[config.mk]
export PLATFORM = sky130hd
export DESIGN_NAME = mem_access_stage_flat
export DESIGN_NICKNAME = d
export VERILOG_FILES = /design/src/rtl/mem_access_stage_if.sv /design/src/rtl/mem_access_stage.sv /design/src/flat_wrapper.sv
export SDC_FILE = /design/constraint.sdc
export NUM_CORES = 1
export LEC_CHECK = 0
export CORE_MARGIN = 4
export CORE_UTILIZATION = 33
export DETAILED_ROUTE_END_ITERATION = 7
export GPL_TIMING_DRIVEN = 0
export PLACE_DENSITY_LB_ADDON = 0.05
export SLEW_MARGIN = 20
export SYNTH_ARGS = -nofsm -noshare
export SYNTH_HDL_FRONTEND = slang
export SYNTH_SLANG_ARGS = --single-unit
export TNS_END_PERCENT = 5
[constraint.sdc]
create_clock -name clk -period 2.6 [get_ports clk]
set_input_delay 0.39 -clock clk [delete_from_list [all_inputs] [get_ports clk]]
set_output_delay 0.39 -clock clk [all_outputs]
set_load 0.01 [all_outputs]
[src/rtl/mem_access_stage_if.sv]
`default_nettype none
// ============================================================================
// Module      : mem_access_stage_if
// Description : Single-outstanding request/grant/response data-bus bundle
//               between the memory stage and the data memory.
//               master : stage side (drives req/we/addr/wdata/be)
//               slave  : memory side (drives gnt/rvalid/rdata)
// Ports       : dmem_req, dmem_we, dmem_addr, dmem_wdata, dmem_be,
//               dmem_gnt, dmem_rvalid, dmem_rdata
// Revision    : 1.0  initial release
// ============================================================================
interface mem_access_stage_if #(
    parameter int SIZE = 32
);
    logic            dmem_req;
    logic            dmem_we;
    logic [SIZE-1:0] dmem_addr;
    logic [SIZE-1:0] dmem_wdata;
    logic [3:0]      dmem_be;
    logic            dmem_gnt;
    logic            dmem_rvalid;
    logic [SIZE-1:0] dmem_rdata;

    modport master (
        output dmem_req, dmem_we, dmem_addr, dmem_wdata, dmem_be,
        input  dmem_gnt, dmem_rvalid, dmem_rdata
    );

    modport slave (
        input  dmem_req, dmem_we, dmem_addr, dmem_wdata, dmem_be,
        output dmem_gnt, dmem_rvalid, dmem_rdata
    );
endinterface
`default_nettype wire

[src/rtl/mem_access_stage.sv]
`default_nettype none
// ============================================================================
// Module      : mem_access_stage
// Description : MEM stage of the 5-stage RV32I pipeline. Issues loads and
//               stores on a single-outstanding data bus, builds byte-lane
//               stores, sizes/sign-extends load data, flags misaligned
//               accesses and stalls the front of the pipe while an access is
//               in flight. Produces the WB-bound pipeline registers.
// Ports       : clk, reset (sync, active-low)
//               control_registers_MEM, ALU_result, rs2_store_data_MEM, PC_MEM
//               bus (mem_access_stage_if.master)
//               misaligned_ldst_exception, mem_stall
//               control_registers_WB, ALU_result_to_WB
// Revision    : 1.0  initial release
// ============================================================================
module mem_access_stage #(
    parameter int SIZE = 32
) (
    input  wire logic             clk,
    input  wire logic             reset,
    input  wire logic [13:0]      control_registers_MEM,
    input  wire logic [SIZE-1:0]  ALU_result,
    input  wire logic [SIZE-1:0]  rs2_store_data_MEM,
    input  wire logic [SIZE-1:0]  PC_MEM,
    mem_access_stage_if.master    bus,
    output logic                  misaligned_ldst_exception,
    output logic                  mem_stall,
    output logic [9:0]            control_registers_WB,
    output logic [SIZE-1:0]       ALU_result_to_WB
);

    typedef enum logic [0:0] {
        IDLE   = 1'b0,
        WAIT_R = 1'b1
    } state_t;

    state_t r_state;
    state_t w_next;

    logic            w_ld;
    logic            w_st;
    logic [2:0]      w_f3;
    logic            w_misaligned;
    logic            w_req;
    logic            w_load_done;
    logic [7:0]      w_byte;
    logic [15:0]     w_half;
    logic [SIZE-1:0] w_load_data;
    logic [SIZE-1:0] w_wdata;
    logic [3:0]      w_be;
    logic            w_unused;

    assign w_ld = control_registers_MEM[1] & ~control_registers_MEM[2];
    assign w_st = control_registers_MEM[2];
    assign w_f3 = control_registers_MEM[12:10];

    // PC_MEM is consumed by the CSR logic alongside the exception flag;
    // jump_r/branch/jump are not needed past EXE.
    assign w_unused = ^{PC_MEM, control_registers_MEM[13],
                        control_registers_MEM[4], control_registers_MEM[0]};

    assign w_misaligned = ((w_f3[1:0] == 2'd1) && ALU_result[0]) ||
                          ((w_f3[1:0] == 2'd2) && (ALU_result[1:0] != 2'b00));

    // Only meaningful while no access is in flight: in WAIT_R the op in MEM
    // is the already-validated load.
    assign misaligned_ldst_exception = (w_ld | w_st) & w_misaligned &
                                       (r_state == IDLE);

    // ------------------------------------------------------------------
    // Bus control FSM
    // ------------------------------------------------------------------
    always_ff @(posedge clk) begin
        if (!reset) begin
            r_state <= IDLE;
        end else begin
            r_state <= w_next;
        end
    end

    always_comb begin
        w_next      = r_state;
        w_req       = 1'b0;
        mem_stall   = 1'b0;
        w_load_done = 1'b0;
        case (r_state)
            IDLE: begin
                if ((w_ld | w_st) && !w_misaligned) begin
                    w_req = 1'b1;
                    if (w_st) begin
                        // A granted store completes in the request cycle.
                        mem_stall = ~bus.dmem_gnt;
                    end else begin
                        mem_stall = 1'b1;
                        if (bus.dmem_gnt) begin
                            w_next = WAIT_R;
                        end
                    end
                end
            end
            WAIT_R: begin
                if (bus.dmem_rvalid) begin
                    w_load_done = 1'b1;
                    w_next      = IDLE;
                end else begin
                    mem_stall = 1'b1;
                end
            end
            default: w_next = IDLE;
        endcase
    end

    // ------------------------------------------------------------------
    // Store lane generation
    // ------------------------------------------------------------------
    always_comb begin
        w_be    = 4'b1111;
        w_wdata = rs2_store_data_MEM;
        case (w_f3[1:0])
            2'd0: begin
                w_be    = 4'b0001 << ALU_result[1:0];
                w_wdata = {(SIZE/8){rs2_store_data_MEM[7:0]}};
            end
            2'd1: begin
                w_be    = ALU_result[1] ? 4'b1100 : 4'b0011;
                w_wdata = {(SIZE/16){rs2_store_data_MEM[15:0]}};
            end
            default: begin
                w_be    = 4'b1111;
                w_wdata = rs2_store_data_MEM;
            end
        endcase
    end

    assign bus.dmem_req   = w_req;
    assign bus.dmem_we    = w_st;
    assign bus.dmem_addr  = {ALU_result[SIZE-1:2], 2'b00};
    assign bus.dmem_be    = w_be;
    assign bus.dmem_wdata = w_wdata;

    // ------------------------------------------------------------------
    // Load data extraction
    // ------------------------------------------------------------------
    always_comb begin
        w_byte      = 8'h00;
        w_half      = 16'h0000;
        w_load_data = '0;
        case (ALU_result[1:0])
            2'd0:    w_byte = bus.dmem_rdata[7:0];
            2'd1:    w_byte = bus.dmem_rdata[15:8];
            2'd2:    w_byte = bus.dmem_rdata[23:16];
            default: w_byte = bus.dmem_rdata[31:24];
        endcase
        w_half = ALU_result[1] ? bus.dmem_rdata[31:16] : bus.dmem_rdata[15:0];
        case (w_f3)
            3'd0:    w_load_data = {{(SIZE-8){w_byte[7]}}, w_byte};
            3'd4:    w_load_data = {{(SIZE-8){1'b0}}, w_byte};
            3'd1:    w_load_data = {{(SIZE-16){w_half[15]}}, w_half};
            3'd5:    w_load_data = {{(SIZE-16){1'b0}}, w_half};
            3'd2:    w_load_data = bus.dmem_rdata;
            default: w_load_data = '0;
        endcase
    end

    // ------------------------------------------------------------------
    // WB pipeline registers. Stalled cycles and faulting ops write a bubble
    // so nothing is retired twice and EXE never forwards a stale value.
    // ------------------------------------------------------------------
    always_ff @(posedge clk) begin
        if (!reset) begin
            control_registers_WB <= '0;
            ALU_result_to_WB     <= '0;
        end else if (mem_stall || misaligned_ldst_exception) begin
            control_registers_WB <= '0;
            ALU_result_to_WB     <= '0;
        end else begin
            control_registers_WB <= {w_f3, control_registers_MEM[9:5],
                                     control_registers_MEM[3],
                                     control_registers_MEM[1]};
            ALU_result_to_WB     <= w_load_done ? w_load_data : ALU_result;
        end
    end

endmodule
`default_nettype wire

[src/flat_wrapper.sv]
// flat-port wrapper written by rule: the top's interface ports become plain ports
module mem_access_stage_flat 
#(
    parameter int SIZE = 32
)
  (clk, reset, control_registers_MEM, ALU_result, rs2_store_data_MEM, PC_MEM, misaligned_ldst_exception, mem_stall, control_registers_WB, ALU_result_to_WB, bus_dmem_req, bus_dmem_we, bus_dmem_addr, bus_dmem_wdata, bus_dmem_be, bus_dmem_gnt, bus_dmem_rvalid, bus_dmem_rdata);
  mem_access_stage_if #(.SIZE(SIZE)) bus_i ();
  input  wire logic clk;
  input  wire logic reset;
  input  wire logic [13:0] control_registers_MEM;
  input  wire logic [SIZE-1:0] ALU_result;
  input  wire logic [SIZE-1:0] rs2_store_data_MEM;
  input  wire logic [SIZE-1:0] PC_MEM;
  output logic misaligned_ldst_exception;
  output logic mem_stall;
  output logic [9:0] control_registers_WB;
  output logic [SIZE-1:0] ALU_result_to_WB;
  output wire logic [$bits(bus_i.dmem_req)-1:0] bus_dmem_req;
  output wire logic [$bits(bus_i.dmem_we)-1:0] bus_dmem_we;
  output wire logic [$bits(bus_i.dmem_addr)-1:0] bus_dmem_addr;
  output wire logic [$bits(bus_i.dmem_wdata)-1:0] bus_dmem_wdata;
  output wire logic [$bits(bus_i.dmem_be)-1:0] bus_dmem_be;
  input wire logic [$bits(bus_i.dmem_gnt)-1:0] bus_dmem_gnt;
  input wire logic [$bits(bus_i.dmem_rvalid)-1:0] bus_dmem_rvalid;
  input wire logic [$bits(bus_i.dmem_rdata)-1:0] bus_dmem_rdata;
  assign bus_dmem_req = bus_i.dmem_req;
  assign bus_dmem_we = bus_i.dmem_we;
  assign bus_dmem_addr = bus_i.dmem_addr;
  assign bus_dmem_wdata = bus_i.dmem_wdata;
  assign bus_dmem_be = bus_i.dmem_be;
  assign bus_i.dmem_gnt = bus_dmem_gnt;
  assign bus_i.dmem_rvalid = bus_dmem_rvalid;
  assign bus_i.dmem_rdata = bus_dmem_rdata;
  mem_access_stage #(.SIZE(SIZE)) u_core (.clk(clk), .reset(reset), .control_registers_MEM(control_registers_MEM), .ALU_result(ALU_result), .rs2_store_data_MEM(rs2_store_data_MEM), .PC_MEM(PC_MEM), .bus(bus_i), .misaligned_ldst_exception(misaligned_ldst_exception), .mem_stall(mem_stall), .control_registers_WB(control_registers_WB), .ALU_result_to_WB(ALU_result_to_WB));
endmodule
==> results.py, run 1 <==
metrics = {
    "outcome": {
        "status": "finished clean",
    },
    "hold_path": {
        "min_to": "u_core.control_registers_WB[8]$_SDFF_PP0_",
        "worstHoldPathType": "in2reg",
        "worstHoldPathCells": 3,
        "hold_start": "control_registers_MEM[11]",
    },
    "grt": {
        "track_usage_pct": 22.0,
        "grt_max_degree": 16,
        "grt_pass1_vias": 3311,
        "grt_pass1_wl_mm": 17.5,
        "antenna_found_initial": 0,
        "overflow": 0,
    },
    "yosys": {
        "synthSimpleGateAreaFrac_pct": 9.54,
        "muxShareOfSynthArea_pct": 15.7,
        "synth_top_family_by_area": "compound AO/OA/AOI/OAI gates",
        "yosys_warnings": 0,
        "synth_cell_types": 43,
        "syn_area_um2": 2790,
        "ys_seq_area_share_pct": 30.8,
        "synth.avg_cell_area_um2": 8.70,
        "syn_inst": 321,
        "synth_fa_ha_area_share_pct": 0,
        "synth_compound_area_share_pct": 26.7,
        "synthTopCellsByArea": "dfxtp_1 31%, buf_4 11%, mux2i_1 7.5%",
        "synth-seq-cells": 43,
        "post_synth_xor_area_fraction_pct": 0.314,
        "yosys.area.top_type": "dfxtp_1",
        "synth_top_area_share_pct": 30.8,
    },
    "drt": {
        "antenna_left": 0,
        "drc": 0,
        "routed-via-count": 3278,
        "first_pass_iters": 4,
        "vias_per_cell": 4.99,
        "drt-total-wl_mm": 11.5,
        "first_iter_violations": 137,
        "wire_per_inst_um": 17.5,
    },
    "placed_design": {
        "place_hpwl_mm": 9.35,
        "port_buffers": 220,
        "routabilityCongestion": 0.789,
    },
    "clocking": {
        "htree_levels": 2,
        "cts.sinks": 43,
        "postCtsHoldBufs": 0,
        "clk_latency_ns": 0.30,
        "cts_buffers": 5,
        "root_buffer": "clkbuf_8",
        "clk_pin_slew_ns": 0.09,
        "clockBufferDepth": 2,
        "cts_tree": "done",
    },
    "timing": {
        "worst_pin_slew_ns": 0.655,
        "min_period_ns": 2.49,
        "slew_headroom_pct": 56.1,
        "rsz0062_at_grt": "false",
        "max_freq_mhz": 402,
        "drv_slew": 0,
        "fin_hold_ws_ns": 0.561,
        "setup_viol": 0,
        "hold_violations": 0,
        "period_share_pct": 95.7,
        "fin_skew_ns": 0.00633,
    },
    "setup_path": {
        "slowest_stage": "clkdlybuf4s50_1",
        "cp.arrival_ns": 2.10,
        "critical_path_class": "in2out",
        "path_cells": "buf_4 -> buf_2 -> clkbuf_1 -> mux2_2 -> clkdlybuf4s50_1",
        "cp_max_fo": 10,
        "rr_startpoint": "u_core.r_state$_SDFF_PN0_",
        "worstSetupPathDepth": 5,
        "startpoint_type": "input port",
        "critPathRequiredTime_ns": 2.21,
        "r2r_setup_slack_ns": 0.62,
        "cp_top_family": "buffers and inverters",
        "rr_worst_depth": 5,
        "endpoint_kind": "output pin",
        "r2r_end": "u_core.ALU_result_to_WB[23]$_SDFF_PP0_",
        "max_stage_delay_ns": 0.48,
        "cp_num_buf_inv": 4,
    },
    "floorplan": {
        "die_width_um": 100,
        "start_util_pct": 34.0,
        "dieArea_um2": 10000,
        "core_um2": 8220,
        "die_h_um": 100,
        "io_pins": 260,
        "rows": 33,
    },
    "cells_and_area": {
        "nets": 697,
        "n_antenna_cell": 0,
        "syn2layout_area_growth_pct": 89.4,
        "layout_commonest_cell": "clkdlybuf4s50_1",
        "drive_gt1_share_pct": 17.2,
        "mostFrequentLayoutCells": "212 x clkdlybuf4s50_1, 43 x buf_4, 43 x dfxtp_1, 33 x a21oi_1",
        "final_core_util_pct": 64.4,
    },
    "pwr": {
        "ir_drop_mv": 0.198,
        "power_density_nw_per_um2": 360,
        "p_leak_nw": 2.16,
    },
    "run": {
        "drv_cap": 0,
    },
}
==> sequential cells by signal (all words and copies together) (netlist names) <==
register and cells:
u_core.control_registers_WB 10, u_core.ALU_result_to_WB 32, u_core.r_state 1
==> cell type report <==
class                   count  area, µm²
plain buffers              65        444
fillers                   697       2930
flip-flops and latches     43        861
multi-input cells         204       1480
inverters                  10       37.5
repair buffers            222       2240
well taps                 105        131
clock buffers               5       68.8
clock inverters             3       25.0
==> cell usage after synthesis <==
cell type   n
or3_4       1
a211oi_2    1
a222oi_1    9
o21ai_1     2
mux4_2      1
nor2_1     18
o2bb2ai_1   6
a21oi_1    33
nor2_2      1
xor2_1      1
mux2i_1    21
mux4_1      1
o22ai_1     1
o21ai_0    15
and2_1      1
o211ai_2    1
or3b_1      1
a22oi_1    22
buf_6       2
or2_1       1
dfxtp_1    43
and3b_1     1
nand2_1    22
o21ai_2     1
nor3_1      1
o21bai_1    1
inv_1      10
buf_4      42
a2111oi_2   1
nand3b_1    1
mux2_2     16
a21boi_0    1
and3_1      1
nand2b_1    4
a211oi_1   10
nor3_2      1
clkbuf_1    9
o22ai_2     1
a211oi_4    1
conb_1      1
nor4b_2     1
buf_2      12
a21oi_2     1
==> worst register-to-register path: cells and delay by family (launching register included) <==
family          cells  cell delay (ns)
compound gates      2             0.28
buf+inv             1             0.34
flops               1             0.36
simple gates        2             0.92
==> power breakdown <==
part	internal (mW)	leakage, nW	switching, mW	total [mW]
Clock	0.192	0.0443	0.259	0.451
Combinational	0.452	1.77	0.299	0.751
Sequential	0.692	0.351	0.00915	0.701
Total	1.34	2.16	0.567	1.90
==> how the worst max path moves through the flow <==
| stage | from | endpoint | slack (ns) |
|---|---|---|---|
| final | control_registers_MEM[11] | bus_dmem_wdata[23] | 0.11 |
| after global placement | control_registers_MEM[10] | bus_dmem_wdata[11] | -0.26 |
| after CTS | control_registers_MEM[10] | bus_dmem_wdata[26] | -0.006 |
| after floorplan | control_registers_MEM[11] | bus_dmem_wdata[10] | 0.78 |
| after global routing | control_registers_MEM[11] | bus_dmem_wdata[23] | 0.0004 |
| after detailed placement | control_registers_MEM[10] | bus_dmem_wdata[11] | -0.28 |
==> layer usage <==
layer | up-vias | global-route usage, % | wire, µm
met2 | 146 | 38.4 | 5720
met5 | - | 0 | 0
met3 | 10 | 6.74 | 1040
li1 | 1585 | - | -
met4 | 0 | 3.83 | 127
met1 | 1537 | 27.0 | 4630
==> stage by stage <==
stage | TNS (ns) | power [mW] | setup slack [ns] | instance area (µm²) | instances
detailed placement | -4.31 | 1.46 | -0.277 | 5130 | 647
finish | 0 | 1.90 | 0.112 | 5290 | 657
CTS | -0.00628 | 1.91 | -0.00628 | 5270 | 657
global placement | -3.80 | 1.45 | -0.265 | 5130 | 647
floorplan | 0 | 1.01 | 0.776 | 2800 | 322
global route | 0 | 1.99 | 0.000377 | 5290 | 657
==> repair_timing <==
action	in CTS	in global routing
hold endpoints to repair	0	0
endpoints found under the setup margin	20	16
setup buffers	2	0
pin swaps	1	1
gates resized for setup	8	7
==> cell families (layout without fill, tap and decap cells) <==
family	Yosys count	in the layout
AO/OA/AOI/OAI	107	107
XOR/XNOR	1	1
buffers and inverters	75	305
flip-flops	43	43
multiplexers	39	39
other	1	2
AND/OR/NAND/NOR	55	55
(Power assumes the default switching activity.)
==> run 2: changes to the inputs <==
Settings changed: MAX_ROUTING_LAYER from default to met4, SKIP_CTS_REPAIR_TIMING from default to 1.
==> run 2 against run 1 <==
Against the previous run: clock skew is essentially flat; global-route usage grew 0.61 points; count of clock-buffer cells in the layout is the same; first-iteration DRC count grew 7.3%; combinational power grew 0.7%.
==> results.py, run 2 (synthesis results as in run 1) <==
metrics = {
    "outcome": {
        "status": "finished clean",
    },
    "hold_path": {
        "worstHoldPathType": "in2reg",
        "worstHoldPathCells": 3,
        "hold_start": "control_registers_MEM[11]",
        "min_to": "u_core.control_registers_WB[8]$_SDFF_PP0_",
    },
    "grt": {
        "overflow": 0,
        "grt_max_degree": 16,
        "grt_pass1_vias": 3297,
        "grt_pass1_wl_mm": 17.4,
        "track_usage_pct": 22.6,
        "antenna_found_initial": 0,
    },
    "setup_path": {
        "slowest_stage": "clkdlybuf4s50_1",
        "startpoint_type": "input port",
        "r2r_setup_slack_ns": 0.59,
        "cp.arrival_ns": 2.09,
        "endpoint_kind": "output pin",
        "max_stage_delay_ns": 0.48,
        "path_cells": "buf_4 -> buf_2 -> clkbuf_1 -> mux2_2 -> clkdlybuf4s50_1",
        "rr_startpoint": "u_core.r_state$_SDFF_PN0_",
        "rr_worst_depth": 5,
        "r2r_end": "u_core.ALU_result_to_WB[23]$_SDFF_PP0_",
        "cp_max_fo": 10,
        "critPathRequiredTime_ns": 2.21,
        "critical_path_class": "in2out",
    },
    "clocking": {
        "root_buffer": "clkbuf_8",
        "clk_latency_ns": 0.31,
        "cts.sinks": 43,
        "clk_pin_slew_ns": 0.09,
        "cts_tree": "done",
        "htree_levels": 2,
        "clockBufferDepth": 2,
        "cts_buffers": 5,
    },
    "placed_design": {
        "pre_cts_ws_ns": -0.277,
        "port_buffers": 220,
        "routabilityCongestion": 0.800,
        "place_hpwl_mm": 9.35,
    },
    "drt": {
        "first_pass_iters": 5,
        "vias_per_cell": 4.99,
        "antenna_left": 0,
        "wire_per_inst_um": 17.5,
        "first_iter_violations": 147,
        "drc": 0,
        "routed-via-count": 3285,
        "drt-total-wl_mm": 11.5,
    },
    "timing": {
        "fin_ws_ns": 0.117,
        "hold_violations": 0,
        "fin_skew_ns": 0.00644,
        "slew_headroom_pct": 53.5,
        "drv_slew": 0,
        "worst_pin_slew_ns": 0.693,
        "rsz0062_at_grt": "false",
        "max_freq_mhz": 403,
        "period_share_pct": 95.5,
        "min_period_ns": 2.48,
        "setup_viol": 0,
    },
    "floorplan": {
        "rows": 33,
        "core_um2": 8220,
        "dieArea_um2": 10000,
        "io_pins": 260,
        "die_width_um": 100,
        "die_h_um": 100,
        "start_util_pct": 34.0,
    },
    "pwr": {
        "ir_drop_mv": 0.199,
        "p_leak_nw": 2.18,
        "power_mw": 1.91,
        "power_density_nw_per_um2": 360,
    },
    "cells_and_area": {
        "multiInputGateArea_um2": 1480,
        "top_regs": "u_core.ALU_result_to_WB (32), u_core.control_registers_WB (10), u_core.r_state (1)",
        "mostFrequentLayoutCells": "214 x clkdlybuf4s50_1, 44 x buf_4, 43 x dfxtp_1, 33 x a21oi_1",
        "drive_gt1_share_pct": 17.4,
        "layout_commonest_cell": "clkdlybuf4s50_1",
        "syn2layout_area_growth_pct": 89.9,
        "top_register": "u_core.ALU_result_to_WB",
        "register_area_um2": 861,
        "largest_reg_flops": 32,
        "nets": 698,
        "n_fill_cell": 697,
        "n_antenna_cell": 0,
    },
    "run": {
        "drv_cap": 0,
    },
}
-- run 2: cell count changes in the layout (fill, tap and decap cells not counted) --
cell             previous run  this run
buf_4                      43        44
dlygate4sd2_1               3         0
dlymetal6s2s_1              5         6
clkdlybuf4s50_1           212       214
-- run 2: final cells by class --
class,count,share of cell area [%]
timing repair buffer,223,42.5
multi-input combinational,204,28.0
sequential,43,16.2
buffer,65,8.37
tap,105,2.48
clock buffer,5,1.30
inverter,10,0.708
clock inverter,3,0.472
-- run 2: per-stage QoR --
stage                     setup TNS (ns)  area, µm²  hold slack [ns]  util, %  instances
after floorplan                        0       2800            0.502        -        322
after global placement             -3.80       5130            0.561     62.4        647
after detailed placement           -4.31       5130            0.581     62.4        647
after CTS                          -4.30       5220            0.559     63.6        655
after global routing                   0       5300            0.606     64.6        658
final                                  0       5300            0.559     64.6        658
-- run 2: where the power goes --
group,leakage [nW],switching (mW),internal [mW]
clock network,0.0443,0.260,0.192
logic,1.78,0.300,0.456
registers,0.351,0.00914,0.692
total,2.18,0.569,1.34
-- run 2: worst max-delay path by stage --
| stage | startpoint | to | slack [ns] | cells after the start |
|---|---|---|---|---|
| global route | control_registers_MEM[11] | bus_dmem_wdata[23] | 0.005 | 5 |
| floorplan | control_registers_MEM[11] | bus_dmem_wdata[10] | 0.78 | 4 |
| finish | control_registers_MEM[11] | bus_dmem_wdata[23] | 0.12 | 5 |
| CTS | control_registers_MEM[10] | bus_dmem_wdata[11] | -0.28 | 5 |
| detailed placement | control_registers_MEM[10] | bus_dmem_wdata[11] | -0.28 | 5 |
| global placement | control_registers_MEM[10] | bus_dmem_wdata[11] | -0.26 | 5 |
-- run 2: critical path, delay by kind of cell --
kind / cells / cell delay, ns
buffers and inverters: 4 / 1.31
muxes: 1 / 0.39
-- run 2: metal layers --
metal | GRT usage (%) | up-vias | part of all wire [%]
li1 | - | 1588 | -
met1 | 27.9 | 1533 | 41
met2 | 38.1 | 156 | 50
met3 | 5.56 | 8 | 8.5
met4 | 3.73 | 0 | 0.86
met5 | - | - | 0
